`config.mk`:
```
export PLATFORM = sky130hd
export DESIGN_NAME = registrador_tabuleiro
export DESIGN_NICKNAME = d
export VERILOG_FILES = /design/src/rtl/tabuleiro_pkg.sv /design/src/rtl/pilha_jogadas.sv /design/src/rtl/registrador_tabuleiro.sv
export SDC_FILE = /design/constraint.sdc
export NUM_CORES = 1
export LEC_CHECK = 0
export BUFFER_PORTS_ARGS = -buffer_cell sky130_fd_sc_hd__buf_2
export CORE_MARGIN = 4
export CORE_UTILIZATION = 38
export CTS_CLUSTER_DIAMETER = 40
export CTS_CLUSTER_SIZE = 8
export DETAILED_ROUTE_END_ITERATION = 8
export GPL_TIMING_DRIVEN = 0
export PLACE_DENSITY = 0.62
export SLEW_MARGIN = 5
export SYNTH_ARGS = -nofsm -noshare
export SYNTH_HDL_FRONTEND = slang
export SYNTH_SLANG_ARGS = --single-unit
```
`constraint.sdc`:
```
create_clock -name clock -period 4.42 [get_ports clock]
set_input_delay 0.221 -clock clock [delete_from_list [all_inputs] [get_ports clock]]
set_output_delay 0.221 -clock clock [all_outputs]
set_load 0.01 [all_outputs]
```
`src/rtl/tabuleiro_pkg.sv`:
```
// Shared definitions for the tic-tac-toe board register: player encoding,
// board-size presets and the per-cycle action decoded from the control strobes.
package tabuleiro_pkg;

    localparam logic JOGADOR_X = 1'b0;
    localparam logic JOGADOR_O = 1'b1;

    localparam int N_CELLS_3X3 = 9;
    localparam int ADDR_W_3X3  = 4;
    localparam int N_CELLS_4X4 = 16;
    localparam int ADDR_W_4X4  = 4;

    typedef enum logic [1:0] {
        ACAO_NADA,
        ACAO_JOGADA,
        ACAO_DESFAZ,
        ACAO_ERRO
    } acao_t;

    function automatic int largura_contador(input int n_cells);
        return $clog2(n_cells + 1);
    endfunction

endpackage

```
`src/rtl/pilha_jogadas.sv`:
```
// Move-history LIFO: one address pushed per accepted move, popped on undo.
// topo is the most recent address, or 0 when the stack is empty.
module pilha_jogadas
    import tabuleiro_pkg::*;
#(
    parameter  int DEPTH = N_CELLS_3X3,
    parameter  int WIDTH = ADDR_W_3X3,
    localparam int CNT_W = largura_contador(DEPTH)
) (
    input  logic             clock,
    input  logic             clear,
    input  logic             push,
    input  logic             pop,
    input  logic [WIDTH-1:0] din,
    output logic [WIDTH-1:0] topo,
    output logic [CNT_W-1:0] count
);

    logic [WIDTH-1:0] mem [DEPTH];

    // NOTE: non-blocking assignments for every register so all state updates see the pre-edge values.
    always_ff @(posedge clock) begin
        if (clear) begin
            count <= '0;
            // NOTE: the history is cleared with everything else, so after clear the block is all-zero, not just logically empty.
            for (int i = 0; i < DEPTH; i++) begin
                mem[i] <= '0;
            end
        end else if (pop && (count != '0)) begin
            count <= count - 1'b1;
        end else if (push && (32'(count) < DEPTH)) begin
            for (int i = 0; i < DEPTH; i++) begin
                if (count == CNT_W'(i)) begin
                    mem[i] <= din;
                end
            end
            count <= count + 1'b1;
        end
    end

    // Loop-select instead of mem[count-1] keeps the index width independent of DEPTH.
    always_comb begin
        // NOTE: default assignment first so no path through the loop leaves topo unassigned (no latch).
        topo = '0;
        for (int i = 0; i < DEPTH; i++) begin
            if (32'(count) == i + 1) begin
                topo = mem[i];
            end
        end
    end

endmodule

```
`src/rtl/registrador_tabuleiro.sv`:
```
// Board register: X/O occupancy vectors, move legality check, undo via the
// move-history stack, and registered one-cycle accept/reject pulses.
module registrador_tabuleiro
    import tabuleiro_pkg::*;
#(
    parameter  int N_CELLS = N_CELLS_3X3,
    parameter  int ADDR_W  = ADDR_W_3X3,
    localparam int CNT_W   = largura_contador(N_CELLS)
) (
    input  logic               clock,
    input  logic               clear,
    input  logic               enable,
    input  logic               desfaz,
    input  logic [ADDR_W-1:0]  endereco,
    input  logic               jogador,
    output logic [N_CELLS-1:0] tabuleiro_x,
    output logic [N_CELLS-1:0] tabuleiro_o,
    output logic [CNT_W-1:0]   num_jogadas,
    output logic [ADDR_W-1:0]  ultimo_endereco,
    output logic               cheio,
    output logic               jogada_ok,
    output logic               erro
);

    logic [N_CELLS-1:0] mascara_end;
    logic [N_CELLS-1:0] mascara_ult;
    logic [N_CELLS-1:0] ocupacao;
    logic               endereco_valido;
    logic               celula_livre;
    logic               jogada_legal;
    logic               empilha;
    logic               desempilha;
    acao_t              acao;

    // One-hot masks; an out-of-range address yields an all-zero mask.
    always_comb begin
        mascara_end = '0;
        mascara_ult = '0;
        for (int i = 0; i < N_CELLS; i++) begin
            mascara_end[i] = (32'(endereco) == i);
            mascara_ult[i] = (32'(ultimo_endereco) == i);
        end
    end

    assign ocupacao        = tabuleiro_x | tabuleiro_o;
    assign endereco_valido = (32'(endereco) < N_CELLS);
    assign celula_livre    = ((mascara_end & ocupacao) == '0);
    assign cheio           = (32'(num_jogadas) == N_CELLS);
    assign jogada_legal    = endereco_valido && celula_livre && !cheio;

    // Undo wins over a simultaneous move; the move is then dropped silently.
    always_comb begin
        acao = ACAO_NADA;
        if (desfaz) begin
            acao = (num_jogadas != '0) ? ACAO_DESFAZ : ACAO_ERRO;
        end else if (enable) begin
            acao = jogada_legal ? ACAO_JOGADA : ACAO_ERRO;
        end
    end

    assign empilha    = !clear && (acao == ACAO_JOGADA);
    assign desempilha = !clear && (acao == ACAO_DESFAZ);

    pilha_jogadas #(
        .DEPTH (N_CELLS),
        .WIDTH (ADDR_W)
    ) u_pilha (
        .clock (clock),
        .clear (clear),
        .push  (empilha),
        .pop   (desempilha),
        .din   (endereco),
        .topo  (ultimo_endereco),
        .count (num_jogadas)
    );

    always_ff @(posedge clock) begin
        if (clear) begin
            tabuleiro_x <= '0;
            tabuleiro_o <= '0;
            jogada_ok   <= 1'b0;
            erro        <= 1'b0;
        end else begin
            jogada_ok <= (acao == ACAO_JOGADA) || (acao == ACAO_DESFAZ);
            erro      <= (acao == ACAO_ERRO);
            case (acao)
                ACAO_JOGADA: begin
                    if (jogador == JOGADOR_O) begin
                        tabuleiro_o <= tabuleiro_o | mascara_end;
                    end else begin
                        tabuleiro_x <= tabuleiro_x | mascara_end;
                    end
                end
                ACAO_DESFAZ: begin
                    tabuleiro_x <= tabuleiro_x & ~mascara_ult;
                    tabuleiro_o <= tabuleiro_o & ~mascara_ult;
                end
                default: ;
            endcase
        end
    end

endmodule
```
==> out/qor.csv, run 1 <==
metric;value;unit
WS Path Type;reg2reg;
Non-Filler Cell Area, Final;3500;um2
sequential cell area fraction in the yosys report;0.515;
Rel. slew slack;0.197;
RSZ-0062 raised after global routing;no;
maximum clock insertion buffer count;2;
full die area;9480;um2
# fillers;740;
post_cts resized;0;
Routed WL;7860;um
CTS root buf;clkbuf_8;
detailed placer's ending HPWL;5680;um
CTS tree;built;
Pleak;0.00132;uW
postcts setup bufs;0;
antenna diode count;0;
Max VDD drop;0.162;mV
Final Skew;0.0101;ns
Mean Syn Cell Area;11.0;um2
Inserted Clock Buffers;9;
Post-DRT Antenna Nets;0;
Sequential Power Share;0.378;
most area-consuming cells after synthesis;edfxtp_1 36%, dfxtp_1 16%, a311oi_1 5.2%, a21oi_1 4.3%, ha_1 2.9%;
Required @ worst endpoint;4.46;ns
first-pass GRT wire length;12700;um
Vias;2440;
NumNets Final;337;
Final Slew Violations;0;
Reg2Reg Launch Point;u_pilha.count[1];
share of layout cells above drive strength 1;0.245;
die width;97.4;um
Synth Flop Type;edfxtp_1;
DR pass1 iterations;4;
pwr dens;543;nW/um2
crit start category;flip-flop;
P_int;1140;uW
vias in the first global route;2349;
net count after synthesis;291;
# IOs;38;
final worst path period share;0.862;
grt ovf;0;
area share of the largest cell type after synthesis;0.356;
area grow syn2layout;15.5;%
Max Cap Violations;0;
pin count of the biggest net entering global routing;12;
RD Place Congestion;0.836;
arrival time worst endpoint;3.85;ns
PortBufs;35;
cell accounting for the most synthesized area;edfxtp_1;
number of flops mapped to enable cells by yosys;36;
TNS Setup;0;ns
Mapped Cells;275;
yosys warns;0;
WL per Instance;18.4;um
DR DRC count;0;
area post-placement;3340;um2
Clock power frac;0.226;
initial antenna violation count;0;
TritonCTS sink count;60;
hold buffers post-CTS;0;
Critical Path Start;u_pilha.count[1];
setup violators final;0;
Least-Margin Pin Slew;1.20;ns
CORE AREA;7730;um2
clk_lat worst skew;0.34;ns
Worst Path Max Fanout;10;
Cell Rows;32;
Async SR Flop Fraction;0;
clock slew at reported path FFs;0.07;ns
vias per cell;5.70;
Switch Pwr;762;uW
Min Hold Slack;0.240;ns
Crit. End Element;flip-flop;
flop-to-flop setup slack;0.61;ns
GRT Resource Usage Total;0.170;
synthesized area;3030;um2
unique cell type count in the Yosys netlist;57;
DR iter-0 viols;126;
result of the run;completed;
Starting Density;0.393;
Sw Ratio;0.400;
Tmin final;3.81;ns
combinational power share;0.396;
Final Hold Viols;0;
Seq cells post-synth;60;
Hold Crit Start;clear;
Max Freq;262;MHz
Hold WC Path Type;in2reg;
H-tree depth;3;
Die Span Y;97.4;um
## power by group through the flow
stage / combinational, uW / sequential, uW / clock, uW
final: 754 / 719 / 430
after CTS: 756 / 720 / 440
after global routing: 827 / 728 / 464
after floorplan: 526 / 731 / 0
after global placement: 744 / 730 / 0
after detailed placement: 751 / 732 / 0
## cell usage in the layout (no fill, tap or decap), types with 5 or more instances in the layout
cell type,netlist,final
a21oi_1,26,26
a311oi_1,18,18
a31o_2,7,7
a31oi_1,5,5
buf_2,4,39
clkbuf_1,7,8
clkbuf_8,0,9
dfxtp_1,24,24
edfxtp_1,36,36
ha_1,7,7
inv_1,10,10
nand2_1,9,9
nand2b_1,6,6
nand3b_1,8,8
nor2_1,18,18
nor2b_1,12,12
nor3_1,10,10
o21ai_0,10,10
## state kept, by name, summed over array words and instances (netlist names)
| register | cells |
|---|---|
| tabuleiro_o | 9 |
| u_pilha.count | 4 |
| tabuleiro_x | 9 |
| u_pilha.mem | 36 |
| erro | 1 |
| jogada_ok | 1 |
## cell type report
type                       instances  area [um2]  share of cell area
sequential                        60        1560               0.446
multi-input combinational        189        1360               0.387
timing repair buffer              35         175              0.0500
clock buffer                      10         128              0.0364
tap                              102         128              0.0364
buffer                            15        76.3              0.0218
inverter                          11        41.3              0.0118
clock inverter                     6        40.0              0.0114
## cell families (layout without fill, tap and decap cells)
group,count (synthesis),after routing,synth area share
adders and majority gates,8,8,0.0322
AOI/OAI and AO/OA,90,90,0.229
and+or+nand+nor,88,88,0.177
xor gates and xnor gates,3,3,0.00866
buffers and inverters,26,77,0.0388
DFF,60,60,0.515
## layer usage
metal	global-route usage	vias up	share of wire
met1	0.240	1210	0.47
met4	0.0479	0	0.012
met5	0	-	0
met3	0.0438	6	0.049
met2	0.258	61	0.47
li1	-	1163	-
## cells in the mapped netlist, types with 4 or more instances
cell and count:
nor2_1 18, a311oi_1 18, a31o_2 7, buf_2 4, nor2b_1 12, nand2_1 9, a21o_1 4, nand2b_1 6
ha_1 7, inv_1 10, dfxtp_1 24, nand3b_1 8, nor4_1 4, buf_4 4, nor3_1 10, clkbuf_1 7
a21oi_1 26, o21ai_0 10, edfxtp_1 36, a31oi_1 5
## path summary, 6_finish.rpt
kind | depth (start not counted) | end
worst min register to register | 2 | tabuleiro_o[5]
worst max register to register | 13 | u_pilha.mem[0][9]
worst max-delay path | 13 | u_pilha.mem[0][9]
worst min-delay path | 2 | jogada_ok
## metrics by stage
step,total power (uW),setup WS [ns],util,std cells
final,1900,0.610,0.454,428
after global routing,2020,0.252,0.454,428
after CTS,1920,0.549,0.454,428
after detailed placement,1480,0.576,0.432,412
after global placement,1470,0.688,0.432,412
after floorplan,1260,1.45,-,275
## worst max-delay path: stages, from the launching register on
cell and delay [ns]:
dfxtp_1 0.44, inv_1 0.09, ha_1 0.23, buf_2 0.20, nand3b_1 0.13, inv_1 0.13, nor2_1 0.12, and4_1 0.22
a31oi_1 0.11, ha_1 0.20, clkbuf_1 0.21, a221oi_4 0.57, a21oi_1 0.26, nor2b_1 0.62
No activity file was read; power rests on OpenSTA's default activity.
==> inputs of run 2 (changes only) <==
--- a/config.mk
+++ b/config.mk
@@ -12,7 +12,6 @@
 export CTS_CLUSTER_SIZE = 8
 export DETAILED_ROUTE_END_ITERATION = 8
 export GPL_TIMING_DRIVEN = 0
-export PLACE_DENSITY = 0.62
 export SLEW_MARGIN = 5
 export SYNTH_ARGS = -nofsm -noshare
 export SYNTH_HDL_FRONTEND = slang
==> run 2 against run 1 <==
Against the previous run: flip-flop and latch count unchanged; non-clock buffer count unchanged; final area up 1.1%; via count up 0.57%; worst setup slack worse by 0.015 ns; sequential share of layout area down 0.49 points.
==> out/qor.csv, run 2 (synthesized netlist as in run 1, its figures left out) <==
metric;value;unit;change
M1 WL;3730;um;+0.32%
CORE AREA;7730;um2;unchanged
top flop regs;u_pilha.mem x36, tabuleiro_o x9, tabuleiro_x x9;;
Pleak;0.00134;uW;+1.7%
DR DRC count;0;;unchanged
TritonCTS sink count;60;;unchanged
Max VDD drop;0.215;mV;+33%
die width;97.4;um;unchanged
Tmin final;3.83;ns;+0.0153 ns
DR pass1 iterations;4;;unchanged
vias per cell;5.73;;+0.57%
postcts setup bufs;0;;unchanged
overall power;2020;uW;+6.1%
crit start category;flip-flop;;
Sequential Power Share;0.357;;-0.021
GRT Resource Usage Total;0.178;;+0.00793
largest stage delay on the critical path;0.64;ns;+0.02 ns
Max Freq;261;MHz;-0.40%
Clock power frac;0.264;;+0.038
antenna diode count;0;;unchanged
Hold WC Path Type;in2reg;;
Crit. End Element;flip-flop;;
Hold Crit Start;clear;;
Cell Rows;32;;unchanged
clk_lat worst skew;0.34;ns;about the same
first-pass GRT wire length;13200;um;+3.8%
combinational power share;0.379;;-0.017
result of the run;completed;;
CTS root buf;clkbuf_8;;
full die area;9480;um2;unchanged
TNS Setup;0;ns;unchanged
Switch Pwr;768;uW;+0.74%
share of layout cells above drive strength 1;0.239;;-0.00613
Required @ worst endpoint;4.46;ns;about the same
Final Skew;0.00648;ns;-0.00364 ns
Sw Ratio;0.380;;-0.0203
Least-Margin Pin Slew;1.25;ns;+0.0502 ns
CP max stage cell;nor2b_1;;
RD Place Congestion;0.832;;-0.43%
pwr dens;570;nW/um2;+5.0%
WL per Instance;19.2;um;+4.7%
hold buffers post-CTS;0;;unchanged
final worst path period share;0.865;;+0.00347
clock slew at reported path FFs;0.07;ns;about the same
maximum clock insertion buffer count;2;;unchanged
vias in the first global route;2355;;+0.26%
Crit path buffers/inverters;4;;unchanged
met3 routed WL;596;um;+55%
CTS tree;built;;
# IOs;38;;unchanged
most frequent cells in the layout;39 x buf_2, 36 x edfxtp_1, 26 x a21oi_1;;
Max Cap Violations;0;;unchanged
max reg flops;36;;unchanged
Post-DRT Antenna Nets;0;;unchanged
largest register by flop count;u_pilha.mem;;
DR WL met2;3810;um;+4.0%
detailed placer's ending HPWL;5840;um;+2.8%
post_cts resized;0;;unchanged
H-tree depth;3;;unchanged
PortBufs;35;;unchanged
NumNets Final;337;;unchanged
arrival time worst endpoint;3.87;ns;+0.02 ns
Vias;2454;;+0.57%
Critical Path Start;u_pilha.count[1];;
Top Layer Used;met4;;
CP Cell Sequence;inv_1 > ha_1 > buf_2 > nand3b_1 > inv_1 > nor2_1 > and4_1 > a31oi_1 > ha_1 > clkbuf_1 > a221oi_4 > a21oi_1 > nor2b_1;;
Final Hold Viols;0;;unchanged
area grow syn2layout;16.8;%;
Reg2Reg Launch Point;u_pilha.count[1];;
Worst Path Max Fanout;10;;unchanged
RSZ-0062 raised after global routing;no;;
commonest non-fill, non-tap cell in the layout;buf_2;;
Routed WL;8230;um;+4.7%
WS Path Type;reg2reg;;
pin count of the biggest net entering global routing;11;;-1
Inserted Clock Buffers;9;;unchanged
P_int;1250;uW;+9.7%
initial antenna violation count;0;;unchanged
cell family with most CP delay;simple AND/OR/NAND/NOR gates;;
Starting Density;0.393;;unchanged
Rel. slew slack;0.168;;-0.0291
Die Span Y;97.4;um;unchanged
setup violators final;0;;unchanged
DR iter-0 viols;224;;+78%
grt ovf;0;;unchanged
Final Slew Violations;0;;unchanged
==> run 2: per-layer routing <==
layer / up-vias / track usage
met3: 7 / 0.0488
li1: 1156 / -
met5: - / 0
met4: 0 / 0.0479
met1: 1217 / 0.249
met2: 74 / 0.271
==> run 2: per-stage QoR <==
stage	hold WS [ns]	utilization	setup slack, ns	cell area [um2]	std cells
final	0.299	0.459	0.595	3540	428
after global routing	0.314	0.459	0.215	3540	428
after CTS	0.314	0.459	0.567	3540	428
after detailed placement	0.523	0.432	0.591	3340	412
after global placement	0.514	0.432	0.617	3340	412
after floorplan	0.465	-	1.45	3030	275
==> run 2: area by class of cell <==
class | count | area (um2)
buffer | 15 | 76.3
clock buffer | 10 | 128
clock inverter | 6 | 78.8
fill | 738 | 4180
inverter | 11 | 41.3
multi-input combinational | 189 | 1360
sequential | 60 | 1560
tap | 102 | 128
timing repair buffer | 35 | 175
==> run 2: worst paths after layout <==
path | cells after the start | slack, ns | endpoint
max | 13 | 0.59 | u_pilha.mem[0][3]
min | 2 | 0.30 | jogada_ok
max reg2reg | 13 | 0.59 | u_pilha.mem[0][3]
min reg2reg | 2 | 0.54 | tabuleiro_x[3]
==> run 2: power by group through the flow <==
| stage | logic (uW) | registers (uW) | clock network [uW] |
|---|---|---|---|
| after global routing | 838 | 729 | 565 |
| after global placement | 749 | 729 | 0 |
| final | 765 | 721 | 534 |
| after floorplan | 526 | 731 | 0 |
| after detailed placement | 758 | 734 | 0 |
| after CTS | 764 | 721 | 540 |
